File: src/rtl/t_ff_bank_pkg.sv
// Shared types and constants for the toggle flip-flop bank.
package t_ff_bank_pkg;

    // Operating modes selected by the mode input.
    typedef enum logic [1:0] {
        MODE_TOGGLE = 2'b00,
        MODE_UP     = 2'b01,
        MODE_DOWN   = 2'b10,
        MODE_HOLD   = 2'b11
    } mode_t;

    // Widest bank supported; also the width of the RESET_VAL parameter.
    localparam int MAX_WIDTH = 32;

endpackage

File: src/rtl/t_ff_bank_cell.sv
// Single toggle flip-flop with synchronous reset value, set, load and toggle
// enable. q and qb are held in separate registers that always update together,
// so qb is never skewed from ~q.
module t_ff_cell #(
    parameter logic RESET_BIT = 1'b0
) (
    input  logic clk,
    input  logic reset,
    input  logic set,
    input  logic load,
    input  logic load_bit,
    input  logic toggle,
    output logic q,
    output logic qb
);

    logic q_reg;
    logic qb_reg;

    // Priority: reset > set > load > toggle > hold.
    always_ff @(posedge clk) begin
        if (reset) begin
            q_reg  <= RESET_BIT;
            qb_reg <= ~RESET_BIT;
        end else if (set) begin
            q_reg  <= 1'b1;
            qb_reg <= 1'b0;
        end else if (load) begin
            q_reg  <= load_bit;
            qb_reg <= ~load_bit;
        end else if (toggle) begin
            q_reg  <= ~q_reg;
            qb_reg <= ~qb_reg;
        end
    end

    assign q  = q_reg;
    assign qb = qb_reg;

endmodule

File: src/rtl/t_ff_bank.sv
// WIDTH toggle flip-flops sharing clock, reset, set and enable. Operates as a
// per-bit toggle register, an up-counter or a down-counter built from
// T-flip-flop carry chains, with a registered terminal-count pulse.
// Build option: define T_FF_BANK_SATURATE_EN to make the counters stop at
// all-ones (up) / zero (down) instead of wrapping.
module t_ff_bank
    import t_ff_bank_pkg::*;
#(
    parameter int                   WIDTH     = 4,
    parameter logic [MAX_WIDTH-1:0] RESET_VAL = '0
) (
    input  logic             clk,
    input  logic             reset,
    input  logic             en,
    input  logic             set,
    input  logic             load,
    input  logic [WIDTH-1:0] load_val,
    input  logic [1:0]       mode,
    input  logic [WIDTH-1:0] t,
    output logic [WIDTH-1:0] q,
    output logic [WIDTH-1:0] qb,
    output logic             tc
);

    localparam logic [WIDTH-1:0] RESET_BITS = RESET_VAL[WIDTH-1:0];

    mode_t            mode_sel;
    logic [WIDTH:0]   up_chain;    // up_chain[i] = &q[i-1:0]; top bit = q is all-ones
    logic [WIDTH:0]   dn_chain;    // dn_chain[i] = &~q[i-1:0]; top bit = q is zero
    logic [WIDTH-1:0] toggle_next;
    logic             tc_next;
    logic             tc_reg;

    assign mode_sel = mode_t'(mode);

    assign up_chain[0] = 1'b1;
    assign dn_chain[0] = 1'b1;

    generate
        for (genvar gi = 0; gi < WIDTH; gi++) begin : g_bit
            // Ripple carry / borrow terms for the T-flip-flop counter.
            assign up_chain[gi+1] = up_chain[gi] & q[gi];
            assign dn_chain[gi+1] = dn_chain[gi] & ~q[gi];

            t_ff_cell #(
                .RESET_BIT (RESET_BITS[gi])
            ) u_cell (
                .clk      (clk),
                .reset    (reset),
                .set      (set),
                .load     (load),
                .load_bit (load_val[gi]),
                .toggle   (toggle_next[gi]),
                .q        (q[gi]),
                .qb       (qb[gi])
            );
        end
    endgenerate

    // Per-bit toggle enables for the selected mode.
    always_comb begin
        toggle_next = '0;
        if (en) begin
            case (mode_sel)
                MODE_TOGGLE: toggle_next = t;
                MODE_UP: begin
                    toggle_next = up_chain[WIDTH-1:0];
`ifdef T_FF_BANK_SATURATE_EN
                    if (up_chain[WIDTH]) toggle_next = '0;
`endif
                end
                MODE_DOWN: begin
                    toggle_next = dn_chain[WIDTH-1:0];
`ifdef T_FF_BANK_SATURATE_EN
                    if (dn_chain[WIDTH]) toggle_next = '0;
`endif
                end
                default: toggle_next = '0;
            endcase
        end
    end

    // A counting step taken at the limit either wraps or (saturating) is
    // blocked; both raise the terminal-count flag for the following cycle.
    always_comb begin
        tc_next = 1'b0;
        if (en) begin
            case (mode_sel)
                MODE_UP:   tc_next = up_chain[WIDTH];
                MODE_DOWN: tc_next = dn_chain[WIDTH];
                default:   tc_next = 1'b0;
            endcase
        end
    end

    // Terminal-count register; reset, set and load all clear it.
    always_ff @(posedge clk) begin
        if (reset || set || load) begin
            tc_reg <= 1'b0;
        end else begin
            tc_reg <= tc_next;
        end
    end

    assign tc = tc_reg;

endmodule
File: config.mk
export PLATFORM = sky130hd
export DESIGN_NAME = t_ff_bank
export DESIGN_NICKNAME = d
export VERILOG_FILES = /design/src/rtl/t_ff_bank_pkg.sv /design/src/rtl/t_ff_bank_cell.sv /design/src/rtl/t_ff_bank.sv
export SDC_FILE = /design/constraint.sdc
export NUM_CORES = 1
export LEC_CHECK = 0
export CORE_MARGIN = 2
export CORE_UTILIZATION = 44
export CTS_CLUSTER_DIAMETER = 100
export CTS_CLUSTER_SIZE = 8
export DETAILED_ROUTE_END_ITERATION = 10
export HOLD_SLACK_MARGIN = 0.15
export MAX_ROUTING_LAYER = met4
export PLACE_DENSITY = 0.81
export SYNTH_ARGS = -nofsm -noshare
export SYNTH_HDL_FRONTEND = slang
export SYNTH_SLANG_ARGS = --single-unit
File: constraint.sdc
create_clock -name clk -period 3.1 [get_ports clk]
set_input_delay 0.62 -clock clk [delete_from_list [all_inputs] [get_ports clk]]
set_output_delay 0.62 -clock clk [all_outputs]
set_load 0.01 [all_outputs]
==> flow_summary.json, run 1 <==
{
  "status": "finished, final reports clean",
  "final_common_cell": "clkdlybuf4s50_1",
  "rsz0062_at_grt": "no",
  "r2r_start": "g_bit[0].u_cell.q",
  "die_x_um": 41.18,
  "worstPathCellList": "clkdlybuf4s50_1, inv_1, ha_1, or4b_4, a31oi_4, xor2_1, a211o_1",
  "cts_tree": "yes",
  "hold_buffers": 0,
  "period_needed_ps": 2249,
  "crit_required_ps": 3260,
  "drc": 0,
  "wirelength_um": 1179,
  "ctsResizeCount": 0,
  "numCtsBuffers": 3,
  "irDropWorstVdd_mv": 0.1837,
  "clock_skew_ps": 4.540,
  "via_per_inst": 5.140,
  "fin_cells": 100,
  "drv_cap": 0,
  "r2r_cells": 4,
  "tightestPinTransition_ps": 556.0,
  "crit_slowest_cell": "or4b_4",
  "synthTopCellsByArea": "dfxtp_1 30%, buf_4 9.9%, ha_1 8.2%",
  "grt_max_degree": 10,
  "clock.fmax_mhz": 444.7,
  "whs_ps": 617.7,
  "finalHoldViolations": 0,
  "start_util_pct": 46.73,
  "dp.cells": 96,
  "yosys.area.top_type_share_pct": 29.63,
  "wire_per_inst_um": 11.79,
  "synthesis.instances": 67,
  "critPathBufInv": 2,
  "holdPathEnd": "g_bit[1].u_cell.qb",
  "n_fill_cell": 118,
  "grt_usage_pct": 18.12,
  "layout.nets": 105,
  "n_antenna_cell": 0,
  "fin_ws_ps": 851.3,
  "antenna_found_initial": 0,
  "io_buffers": 23,
  "utilization_pct": 62.98,
  "die-area_um2": 1695,
  "cp.arrival_ps": 2410,
  "post_cts_buffers": 0,
  "slowest_delay_ps": 480,
  "p_leak_nw": 0.3257,
  "ios": 24,
  "synth-seq-cells": 9,
  "yosys.area.top_type": "dfxtp_1",
  "drive_gt1_share_pct": 7.059,
  "hold_path_class": "flop to flop",
  "clkSinkCount": 9,
  "h-tree-depth": 1,
  "grt-ovfl-total": 0,
  "syn_area_um2": 608.1,
  "ant_nets": 0,
  "seq_area_frac_synth_pct": 29.63,
  "crit_type": "input port to flop",
  "clk_pin_slew_ps": 60,
  "dr.first_iter.drc_count": 2,
  "first_global_vias": 466,
  "cts_root_buffer": "clkbuf_4",
  "syn_avg_cell_area_um2": 9.076,
  "syn2layout_area_growth_pct": 34.77,
  "end_kind": "flop",
  "place_congestion": 0.7850,
  "ys_types": 29,
  "syn_nets": 86,
  "place_ws_ps": 556.9,
  "timing.setup.tns_ps": 0,
  "hold-path-cell-count": 2,
  "vias": 514,
  "clock_path_buffers": 2,
  "setup_viol": 0,
  "critical-path-top-delay-family": "buffers and inverters",
  "timing.slew.headroom_pct": 62.80,
  "clock_latency_ps": 270,
  "rr_endpoint": "g_bit[3].u_cell.qb",
  "fin_crit_sh_pct": 72.54,
  "first_pass_iters": 3,
  "yosysWarnings": 0,
  "drv_slew": 0,
  "die_y_um": 41.18,
  "fp-row-count": 13,
  "ff2ff_setup_slack_ps": 1440,
  "crit_fanout": 3,
  "dp.final_hpwl_um": 902.9,
  "final_cell_mix": "23 x clkdlybuf4s50_1, 9 x dfxtp_1, 6 x nor2_1",
  "grt_pass1_wl_um": 1828,
  "start_kind": "input port",
  "power.density_nw_per_um2": 379.6,
  "fp.coreArea_um2": 1301,
  "min_from": "g_bit[1].u_cell.qb"
}
==> logic make-up after synthesis <==
family | count (synthesis) | share of synthesized area [%]
AO/OA/AOI/OAI | 15 | 20.58
XOR/XNOR | 6 | 8.644
adder cells (fa/ha/maj) | 4 | 8.231
buffers and inverters | 11 | 11.73
flip-flops | 9 | 29.63
multiplexers | 2 | 3.292
AND/OR/NAND/NOR | 20 | 17.90
==> report_power, final <==
part | total (W) | internal, W | switching, W
sequential | 0.000135 | 0.000125 | 0.00000987
clock | 0.0000943 | 0.0000498 | 0.0000445
combinational | 0.0000823 | 0.0000496 | 0.0000327
==> cell usage after synthesis <==
library cell,count
xnor2_1,3
inv_1,2
a31oi_4,1
a211oi_2,1
a211o_1,3
a311oi_1,1
or3_1,1
nor3_1,1
or2b_1,1
mux2i_1,2
buf_1,1
a31oi_1,1
a211oi_1,2
or3b_1,1
nand2_1,4
o21ai_0,1
dfxtp_1,9
nand2b_1,2
nand3_1,1
nand4_1,1
xor2_1,3
buf_4,8
ha_1,4
o21a_1,1
o31ai_1,1
or4b_4,1
a21oi_1,3
and3_1,1
nor2_1,6
==> final cells by class <==
class	count	area (µm²)	area share, %
clock buffers	4	26.28	3.206
inverters	2	7.507	0.9160
multi-input cells	47	356.6	43.51
flip-flops and latches	9	180.2	21.98
well taps	15	18.77	2.290
repair buffers	23	230.2	28.09
==> stage by stage <==
step           area (µm²)   power, W
2_1_floorplan       608.1  0.0001879
3_3_place_gp        793.3  0.0002182
3_5_place_dp        793.3  0.0002196
4_1_cts             819.5  0.0003115
5_1_grt             819.5  0.0003296
6_report            819.5  0.0003111
==> worst max-delay path by stage <==
stage                  from            endpoint  slack (ps)  cells after the start
floorplan           mode[0]  g_bit[3].u_cell.qb        1110                      6
global placement    mode[0]  g_bit[3].u_cell.qb         610                      7
detailed placement  mode[0]  g_bit[3].u_cell.qb         560                      7
CTS                 mode[0]  g_bit[3].u_cell.qb         840                      7
global route        mode[0]  g_bit[2].u_cell.qb         720                      7
finish              mode[0]  g_bit[3].u_cell.qb         850                      7
==> tightest hold or removal path, stage by stage (launching register included) <==
cell and delay, ps:
dfxtp_1 320, xor2_1 150, a211o_1 130
==> layer usage <==
layer  vias to the layer above  part of all wire [%]  track usage, %
li1                        269                     -               -
met1                       225                    46           21.10
met2                        15                    47           26.95
met3                         5                   4.2           3.261
met4                         0                   3.1           14.52
met5                         -                     0               -
Note: power is estimated with default switching activity, not from simulation.
==> run 2: changes to the inputs <==
CORE_UTILIZATION = 37   (was 44)
PLACE_DENSITY = 0.73   (was 0.81)
clock period = 2.05 ns   (was 3.1 ns; I/O delays follow)
==> run 2 against run 1 <==
  * Total power is 54% higher
  * Global-route usage is 2.3 points lower
  * Sequential share of layout area is 1.8 points lower
  * Die area is 17% higher
  * Cell area is 9.0% higher
  * Highest routed layer unchanged
==> flow_summary.json, run 2 (synthesis gave the netlist of run 1 again) <==
{
  "status": "finished, final reports clean",
  "ios": 24,
  "first_pass_iters": 4,
  "period_needed_ps": 1968,
  "grt_usage_pct": 15.79,
  "dp.final_hpwl_um": 1038,
  "final_cell_mix": "22 x clkdlybuf4s50_1, 9 x dfxtp_1, 7 x buf_4",
  "cts_tree": "yes",
  "tightestPinTransition_ps": 354.5,
  "dr.first_iter.drc_count": 1,
  "first_global_vias": 607,
  "r2r_cells": 4,
  "cts_root_buffer": "clkbuf_4",
  "whs_ps": 614.2,
  "fin_cells": 108,
  "h-tree-depth": 1,
  "grt_max_degree": 10,
  "drv_slew": 0,
  "vias": 561,
  "crit_slowest_cell": "clkdlybuf4s50_1",
  "die_y_um": 44.54,
  "irDropWorstVdd_mv": 0.2041,
  "numCtsBuffers": 3,
  "clkSinkCount": 9,
  "rr_endpoint": "g_bit[3].u_cell.qb",
  "drc": 0,
  "ant_nets": 0,
  "syn2layout_area_growth_pct": 46.91,
  "fin_ws_ps": 81.58,
  "ff2ff_setup_slack_ps": 430,
  "r2r_start": "g_bit[0].u_cell.q",
  "dp.cells": 104,
  "hold_path_class": "flop to flop",
  "clk_pin_slew_ps": 60,
  "antenna_found_initial": 0,
  "end_kind": "flop",
  "crit_required_ps": 2190,
  "clock.fmax_mhz": 508.0,
  "p_leak_nw": 0.3676,
  "final_common_cell": "clkdlybuf4s50_1",
  "critical-path-top-delay-family": "buffers and inverters",
  "via_per_inst": 5.194,
  "layout.nets": 112,
  "power.density_nw_per_um2": 537.6,
  "start_kind": "input port",
  "place_congestion": 0.7282,
  "ctsResizeCount": 0,
  "holdPathEnd": "g_bit[2].u_cell.q",
  "worstPathCellList": "clkdlybuf4s50_1, ha_2, or4b_4, a31oi_4, xor2_1, a211o_1",
  "grt_pass1_wl_um": 2270,
  "hold_buffers": 0,
  "place_ws_ps": -263.6,
  "post_cts_buffers": 0,
  "slowest_delay_ps": 480,
  "timing.slew.headroom_pct": 76.30,
  "io_buffers": 23,
  "place_area_um2": 847.1,
  "clock_path_buffers": 2,
  "critPathBufInv": 1,
  "grt-ovfl-total": 0,
  "die_x_um": 44.54,
  "n_fill_cell": 135,
  "timing.setup.tns_ps": 0,
  "hold-path-cell-count": 2,
  "fin_crit_sh_pct": 96.02,
  "finalHoldViolations": 0,
  "crit_type": "input port to flop",
  "wire_per_inst_um": 12.26,
  "drv_cap": 0,
  "drive_gt1_share_pct": 19.57,
  "cp.arrival_ps": 2110,
  "die-area_um2": 1984,
  "n_antenna_cell": 0,
  "wirelength_um": 1324,
  "fp.coreArea_um2": 1524,
  "fp-row-count": 14,
  "clock_latency_ps": 260,
  "fin_area_um2": 893.4,
  "setup_viol": 0,
  "min_from": "g_bit[2].u_cell.q",
  "clock_skew_ps": 3.259,
  "start_util_pct": 39.90,
  "rsz0062_at_grt": "no",
  "crit_fanout": 3
}
[run 2: metrics by stage]
stage	total power [W]	utilization [%]
floorplan	0.0002841	-
global placement	0.0003410	55.58
detailed placement	0.0003450	55.58
CTS	0.0004821	57.31
global route	0.0005098	58.62
finish	0.0004803	58.62
[run 2: area by class of cell]
type	count	area [µm²]	area share [%]
Clock buffer	4	26.28	2.941
Sequential cell	9	180.2	20.17
Inverter	2	7.507	0.8403
Tap cell	16	20.02	2.241
Multi-Input combinational cell	47	374.1	41.88
Timing Repair Buffer	30	285.3	31.93
[run 2: tightest hold or removal path, delay by kind of cell (launching register included)]
family,cells,cell delay (ps)
XOR/XNOR,1,160
AO/OA/AOI/OAI,1,60
flip-flops,1,350
[run 2: how the worst max path moves through the flow]
stage	end	cells after the start	start	slack (ps)
floorplan	g_bit[3].u_cell.qb	6	mode[0]	270
global placement	g_bit[3].u_cell.qb	7	mode[0]	-190
detailed placement	g_bit[3].u_cell.qb	7	mode[0]	-260
CTS	g_bit[3].u_cell.qb	7	mode[0]	10
global route	g_bit[3].u_cell.qb	6	mode[1]	6
finish	g_bit[3].u_cell.qb	6	mode[1]	80
[run 2: layer usage]
| layer | up-vias | routed length (µm) | track usage, % |
|---|---|---|---|
| li1 | 282 | - | - |
| met2 | 18 | 686 | 28.41 |
| met1 | 259 | 566 | 16.58 |
| met4 | 0 | 9 | 7.273 |
| met5 | - | 0 | - |
| met3 | 2 | 62 | 2.449 |
[run 2: where the power goes]
| group | internal [W] | switching, W |
|---|---|---|
| registers | 0.000189 | 0.0000153 |
| clock network | 0.0000749 | 0.0000602 |
| logic | 0.0000861 | 0.0000553 |
| total | 0.000349 | 0.000131 |
